File: config.mk
export PLATFORM = sky130hd
export DESIGN_NAME = cnt_seq_monitor
export DESIGN_NICKNAME = d
export VERILOG_FILES = /design/src/rtl/cnt_seq_monitor.sv
export SDC_FILE = /design/constraint.sdc
export NUM_CORES = 1
export LEC_CHECK = 0
export ABC_CLOCK_PERIOD_IN_PS = 1800
export BUFFER_PORTS_ARGS = -buffer_cell sky130_fd_sc_hd__buf_2
export CAP_MARGIN = 25
export CELL_PAD_IN_SITES_DETAIL_PLACEMENT = 1
export CELL_PAD_IN_SITES_GLOBAL_PLACEMENT = 1
export CORE_ASPECT_RATIO = 0.75
export CORE_MARGIN = 1
export CORE_UTILIZATION = 36
export DETAILED_ROUTE_END_ITERATION = 8
export PLACE_DENSITY_LB_ADDON = 0.1
export RECOVER_POWER = 50
export SYNTH_ARGS = -nofsm -noshare
export SYNTH_HDL_FRONTEND = slang
export SYNTH_SLANG_ARGS = --single-unit
File: constraint.sdc
create_clock -name CLK -period 1.8 [get_ports CLK]
set_input_delay 0.09 -clock CLK [delete_from_list [all_inputs] [get_ports CLK]]
set_output_delay 0.09 -clock CLK [all_outputs]
set_load 0.1 [all_outputs]
File: src/rtl/cnt_seq_monitor.sv
// Purpose: locks onto an up/down counter stream and counts mismatches and wrap-arounds.
// Latency: one cycle from a sampling edge to registered LOCK/ERR/WRAP/count updates.
// Backpressure: none; VALID-qualified samples are always accepted. CNTMON_WRAPCNT_EN enables wrap logic.
module cnt_seq_monitor #(
    parameter int WIDTH      = 4,
    parameter int LOCK_LEN   = 3,
    parameter int MISS_LIMIT = 2
) (
    input  logic             CLK,
    input  logic             RESET,
    input  logic             VALID,
    input  logic             SEL_IN,
    input  logic [WIDTH-1:0] INDATA,
    output logic             LOCK,
    output logic             ERR,
    output logic [7:0]       ERR_CNT,
    output logic             WRAP,
    output logic [7:0]       WRAP_CNT
);

    localparam int MW  = $clog2(LOCK_LEN + 1);
    localparam int MSW = $clog2(MISS_LIMIT + 1);

    typedef enum logic [1:0] {
        HUNT   = 2'd0,
        SYNC   = 2'd1,
        LOCKED = 2'd2
    } state_t;

    state_t           state;
    logic [WIDTH-1:0] exp_val;
    logic             dir;
    logic [MW-1:0]    match_cnt;
    logic [MSW-1:0]   miss_cnt;

    logic [WIDTH-1:0] nxt_val;
    logic             hit;
    logic             dir_flip;
    logic [MW-1:0]    match_inc;
    logic [MSW-1:0]   miss_inc;

    assign nxt_val   = SEL_IN ? INDATA + WIDTH'(1) : INDATA - WIDTH'(1);
    assign hit       = (INDATA == exp_val);
    assign dir_flip  = (SEL_IN != dir);
    assign match_inc = match_cnt + MW'(1);
    assign miss_inc  = miss_cnt + MSW'(1);

    always_ff @(posedge CLK or negedge RESET) begin
        if (!RESET) begin
            state     <= HUNT;
            exp_val   <= '0;
            dir       <= 1'b0;
            match_cnt <= '0;
            miss_cnt  <= '0;
            LOCK      <= 1'b0;
            ERR       <= 1'b0;
            ERR_CNT   <= '0;
        end else begin
            ERR <= 1'b0;
            if (VALID) begin
                // Every valid sample re-seeds the expectation from itself.
                exp_val <= nxt_val;
                if (state == HUNT || dir_flip) begin
                    dir       <= SEL_IN;
                    match_cnt <= '0;
                    state     <= SYNC;
                    LOCK      <= 1'b0;
                end else if (state == SYNC) begin
                    if (hit) begin
                        if (match_inc == MW'(LOCK_LEN)) begin
                            state     <= LOCKED;
                            LOCK      <= 1'b1;
                            match_cnt <= '0;
                            miss_cnt  <= '0;
                        end else begin
                            match_cnt <= match_inc;
                        end
                    end else begin
                        match_cnt <= '0;
                    end
                end else begin
                    if (hit) begin
                        miss_cnt <= '0;
                    end else begin
                        ERR <= 1'b1;
                        if (ERR_CNT != 8'hFF) ERR_CNT <= ERR_CNT + 8'd1;
                        miss_cnt <= miss_inc;
                        if (miss_inc == MSW'(MISS_LIMIT)) begin
                            state <= HUNT;
                            LOCK  <= 1'b0;
                        end
                    end
                end
            end
        end
    end

`ifdef CNTMON_WRAPCNT_EN
    logic wrap_pt;
    assign wrap_pt = SEL_IN ? (INDATA == '0) : (INDATA == '1);

    always_ff @(posedge CLK or negedge RESET) begin
        if (!RESET) begin
            WRAP     <= 1'b0;
            WRAP_CNT <= '0;
        end else begin
            WRAP <= 1'b0;
            if (VALID && state == LOCKED && !dir_flip && hit && wrap_pt) begin
                WRAP <= 1'b1;
                if (WRAP_CNT != 8'hFF) WRAP_CNT <= WRAP_CNT + 8'd1;
            end
        end
    end
`else
    assign WRAP     = 1'b0;
    assign WRAP_CNT = 8'd0;
`endif

endmodule

======== Yosys cells after proc, flatten, opt, wreduce, memory -nomap -nowiden ========
Index checks and enable logic that the tools add are counted.
cells by class
  add/sub/neg operators ................... 5
  eq/ne operators ......................... 11
  multiplexer cells ....................... 25
  bitwise gates (word level) .............. 3
  reduce and logical (&&, ||, !) cells .... 9
operators with widths
  operator                                                count
  2-to-1 mux 2 bit                                        14
  2-to-1 mux 1 bit                                        10
  AND reduction 5 bit                                     2
  adder 8 x 1 -> 8 bit (second input constant)            1
  inequality test 8 bit (second input constant)           1
  adder 2 x 1 -> 2 bit (second input constant)            2
  adder 4 x 1 -> 4 bit (second input constant)            1
  equality test 2 bit (second input constant)             2
  equality test 4 bit                                     1
  2-to-1 mux 4 bit                                        1
  AND reduction 2 bit                                     2
  AND reduction 4 bit                                     1
  subtractor 4 x 1 -> 4 bit (second input constant)       1
  inequality test 3 x 1 -> 1 bit (second input constant)  1
  inequality test 3 x 2 -> 1 bit (second input constant)  1
  inequality test 3 bit (second input constant)           1
  NOT 1 bit                                               3
  nonzero test 3 bit                                      1
  equality test 2 x 1 -> 1 bit (second input constant)    1
  zero test 2 bit                                         1
  inequality test 2 x 1 -> 1 bit (second input constant)  1
  inequality test 2 bit (second input constant)           1
  nonzero test 2 bit                                      1
  logical OR 1 bit                                        1
  inequality test 1 bit                                   1
storage, ports and cells
  flip-flop bits (word level) ............. 21
  input bits .............................. 8
  output and inout bits ................... 19
  logic and storage cells ................. 61

======== Longest topological paths before layout ========
  depth in word-level cells ............... 6
  gate-level depth with buffers ........... 6
  gate-level depth less buffers ........... 6

======== Worst setup path after synthesis ========
No wires, ideal clock.
  kind .................................... register -> register
  start ................................... register ERR_CNT[0]
  end ..................................... register ERR_CNT[1]
  library setup time ...................... 0.126 ns
  arrival time ............................ 2.107 ns
  data required time ...................... 1.674 ns
  setup slack ............................. -0.432 ns
  stages on the path, launching flop included .. 5
  buffers on the path ..................... 0
  period minus slack after synthesis ...... 2.232 ns
  cells stage by stage .................... dfrtp_1 ha_1 and4_2 nor3_2 mux2_2
between the ends
  cells in the longest elaborated chain, start to end .. 2
  elaborated cells on any way between the ends .. 3
  those cells by class .................... 1 x add/sub; 1 x eq/ne; 1 x reduce/logical
RTL lines
  element                                                       RTL line  RTL
  start: declaration                                            16        output logic [7:0] ERR_CNT,
  start signal: assignment                                      86        if (ERR_CNT != 8'hFF) ERR_CNT <= ERR_CNT + 8'd1;
  branches (longest 2 deep; another with adder 8 x 1 -> 8 bit)  n/a
Several ways; the timed one is not identified.
A chain may end at the register's enable or synchronous reset.

======== Worst setup path in the final report ========
  start ................................... register ERR_CNT[1]
  end ..................................... register ERR_CNT[4]
Same word-level chain as after synthesis.

==> run summary <==
The run finished with clean final reports. The final layout contains 146 nets. Die outline height: 50.5 microns. After synthesis the netlist holds a flip-flop and latch count of 20. The worst setup path is captured at a flip-flop. The number of hold violations in the final report came out at 0. For this run, the leading register cell type out of synthesis is dfrtp_1. Clock-pin slew was measured on the worst setup and hold paths at 80 ps. The floorplan has 17 rows. The tools report the number of violations reported at the end of detailed-routing iteration 0 as 29.

The tools report the number of filler instances in the final layout as 328. The total number of vias came out at 842. The logs give 32 for the unique cell type count in the Yosys netlist and 0.00296 sq mm for the core outline area. Setup violations remaining at the end of the flow were counted as 0. STA classifies the critical path startpoint as a flip-flop. The number of antenna violations at the first check in global routing was 0; the average wire length per cell after detail routing was 14.3 microns. Net switching is 33.2% of the power. The max-slew violation total from the final report was 0; the total number of yosys warnings was 0.

The number of instances in the placed design was 159. The classification of the worst-slack hold path is in2reg. The internal power of the cells totals 737 uW. Worst setup path category: reg2reg. For the power share of the clock group, the log shows 28.0%.

TritonCTS built the clock tree. The async set-or-reset flop fraction in the synthesized netlist was 100%. The largest vdd supply drop is 0.000479 V. Together, buffers and inverters on the worst path number 0.

For this run the aggregate overflow at the end of global routing stands at 0. For the worst-skew pair, the clock arrives at the later sink with an insertion delay of 260 ps. The final worst clock skew is 5.98 ps, and the number of flops mapped to enable cells by yosys is 0. Power spread over the standard cell area amounts to 777 mW/mm^2. Worst relative slew slack: 23.7%. Summing all multi-input logic gate instances after layout gives 626 sq um. The total detailed-routing wirelength is 2420 microns, and the number of sinks on the clock net is 20. For the combinational power share, the log shows 26.5%.

Once layout is done, the placed cells without fillers occupy 0.00142 sq mm. The sum of negative setup slack was 0 ps. The count of buffers added on input and output ports is 17.

The cell area that synthesis handed to floorplanning was 0.00113 sq mm. The tool flagged a number of max-cap violations equal to 0. Entering global routing, the biggest net connects 21 pins. The chip width is 66.6 microns.

Setup repair after global routing could not meet its margin everywhere. The diode insertion count for antenna repair was 0; the area after detailed placement was 0.00128 sq mm. The sequential power share was 45.6%.

The share of the clock period used by the worst path after layout works out to 95.5%. In this run the power spent charging and discharging nets is 367 uW. The overall track demand over capacity in global routing was 15.6%; the initial core utilization was 38.1%.

The via count of the first global-routing pass came out at 811. Vias per cell: 4.95. The kind of cell adding the most delay to the critical path was simple AND/OR/NAND/NOR gates. The first global-routing pass estimated 3860 microns of wire.

The tools report the sequential-to-total area share from yosys stat as 44.4%. Library cell contributing the largest single delay on the critical path: dfrtp_4. The tools report the deepest level of the CTS H-tree as 1. The clock period minus worst slack is 1720 ps, and the full die area is 0.00336 sq mm. In the routed design, unresolved DRC markers number 0.

The sum of net half-perimeters after detailed placement is 1710 microns, and the total area of sequential cells is 524 sq um. First-pass iteration count of the detailed router: 2. STA puts the critical path data required time at 1950 ps. The cell at the root of the clock tree is clkbuf_8. The maximum buffer depth of the clock tree is 2, and the post-layout instance count excluding filler cells is 170. In this run the worst path has a maximum fanout of 8. For the worst setup path, the data arrival time is 1870 ps. The number of standard cells after synthesis was 102.

Routability-driven placement finished with a final weighted congestion of 0.792. For this run, the top clock speed supported by timing is 0.582 GHz. Walking the worst path, the cells encountered are ha_4 > and4_4 > nor3_4 > nand4_1 > xnor2_1. The average instance area after synthesis works out to 11.1 sq um.

The peak per-stage delay on the critical path is 510 ps, and the worst hold slack is 139 ps. The number of CTS-inserted buffers was 3; the transition time of the tightest slew-check pin was 1140 ps. The number of nets with antenna violations after detailed routing was 0; the fraction of final layout cells with drive strength greater than 1 was 40.9%. In this run the count of I/O pins placed on the die edge is 27.

Relative to the synthesized area, the layout overhead comes to 26.1%. For the total leakage power, the log shows 0.000662 uW.
stage by stage:
stage	power [uW]	setup WS [ps]	utilization, %
after floorplan	738	-3.58	-
after global routing	1170	-33.4	48.1
after global placement	783	62.7	43.5
after detailed placement	789	54.5	43.5
after CTS	1110	40.6	45.3
final	1100	81.7	48.1
power groups by stage:
stage                     Combinational (uW)  Clock (uW)  Sequential [uW]
after CTS                                283         324              500
final                                    292         309              503
after global routing                     314         346              508
after floorplan                          232           0              506
after detailed placement                 280           0              509
after global placement                   277           0              506
sequential cells by signal, summed over array words and instances (netlist names):
register	cells
ERR_CNT	8
exp_val	4
match_cnt	2
miss_cnt	2
state	2
ERR	1
dir	1
kinds of logic (layout without fill, tap and decap cells):
family / count (synthesis) / after routing / share of synthesized area, %
compound gates: 12 / 12 / 7.10
mux: 7 / 7 / 6.99
fa+ha+maj: 5 / 5 / 6.22
buf+inv: 13 / 35 / 7.44
xor+xnor: 15 / 15 / 11.7
other cells: 1 / 9 / 0.333
simple gates: 29 / 29 / 15.9
flops: 20 / 20 / 44.4
area by class of cell:
| type | instances | area share, % |
|---|---|---|
| repair buffers | 28 | 11.8 |
| inverters | 3 | 0.792 |
| well taps | 38 | 3.35 |
| flip-flops and latches | 20 | 36.9 |
| clock buffers | 4 | 3.17 |
| multi-input cells | 77 | 44.0 |
cells in the mapped netlist (all sizes together), types with 3 or more instances:
master  count  area share [%]
mux2        7             7.0
nand2       8             2.7
nand4       4             2.2
xor2        5             3.9
o21ai       3             1.3
xnor2      10             7.8
inv         3             1.0
and3        3             1.8
ha          4             4.4
buf        10             6.4
nand3       3             1.3
dfrtp      20              44
timing repair:
action / in CTS / in global routing
setup endpoints to repair: 0 / 9
resized for setup: 0 / 7
buffers inserted: 0 / 6
hold buffers: 1 / 0
endpoints found under the hold margin: 20 / 0
worst reg2reg max path, cell delays in order (launching register included):
cell,delay (ps)
dfrtp_4,510
ha_4,180
and4_4,190
nor3_4,380
nand4_1,170
xnor2_1,170
placed cells by master, fill, tap and decap left out, types with 4 or more instances in the layout:
cell type	netlist	final
buf_2	1	15
dfrtp_1	20	11
xnor2_1	10	10
buf_4	9	10
conb_1	1	9
nand2_1	8	8
dfrtp_4	0	5
mux2_2	7	5
dfrtp_2	0	4
nand4_1	4	4
worst paths after layout:
path                            depth (start not counted)                    from  slack, ps                endpoint
min in group asynchronous                               2                   RESET        570  exp_val[3]$_DFFE_PN0P_
max in group asynchronous                               2                   RESET        410  ERR_CNT[2]$_DFFE_PN0P_
worst max register to register                          5  ERR_CNT[1]$_DFFE_PN0P_         80  ERR_CNT[4]$_DFFE_PN0P_
worst max-delay path                                    5  ERR_CNT[1]$_DFFE_PN0P_         80  ERR_CNT[4]$_DFFE_PN0P_
worst min-delay path                                    2               INDATA[0]        140  exp_val[0]$_DFFE_PN0P_
worst min register to register                          1  ERR_CNT[5]$_DFFE_PN0P_        480  ERR_CNT[5]$_DFFE_PN0P_
per-layer routing:
| layer | wire length, microns | vias to the layer above | global-route usage [%] |
|---|---|---|---|
| li1 | - | 392 | - |
| met1 | 1200 | 428 | 21.8 |
| met2 | 1110 | 20 | 23.2 |
| met3 | 95 | 2 | 4.77 |
| met4 | 13 | 0 | 4.26 |
| met5 | 0 | - | 0 |
Note: power is estimated with default switching activity, not from simulation.
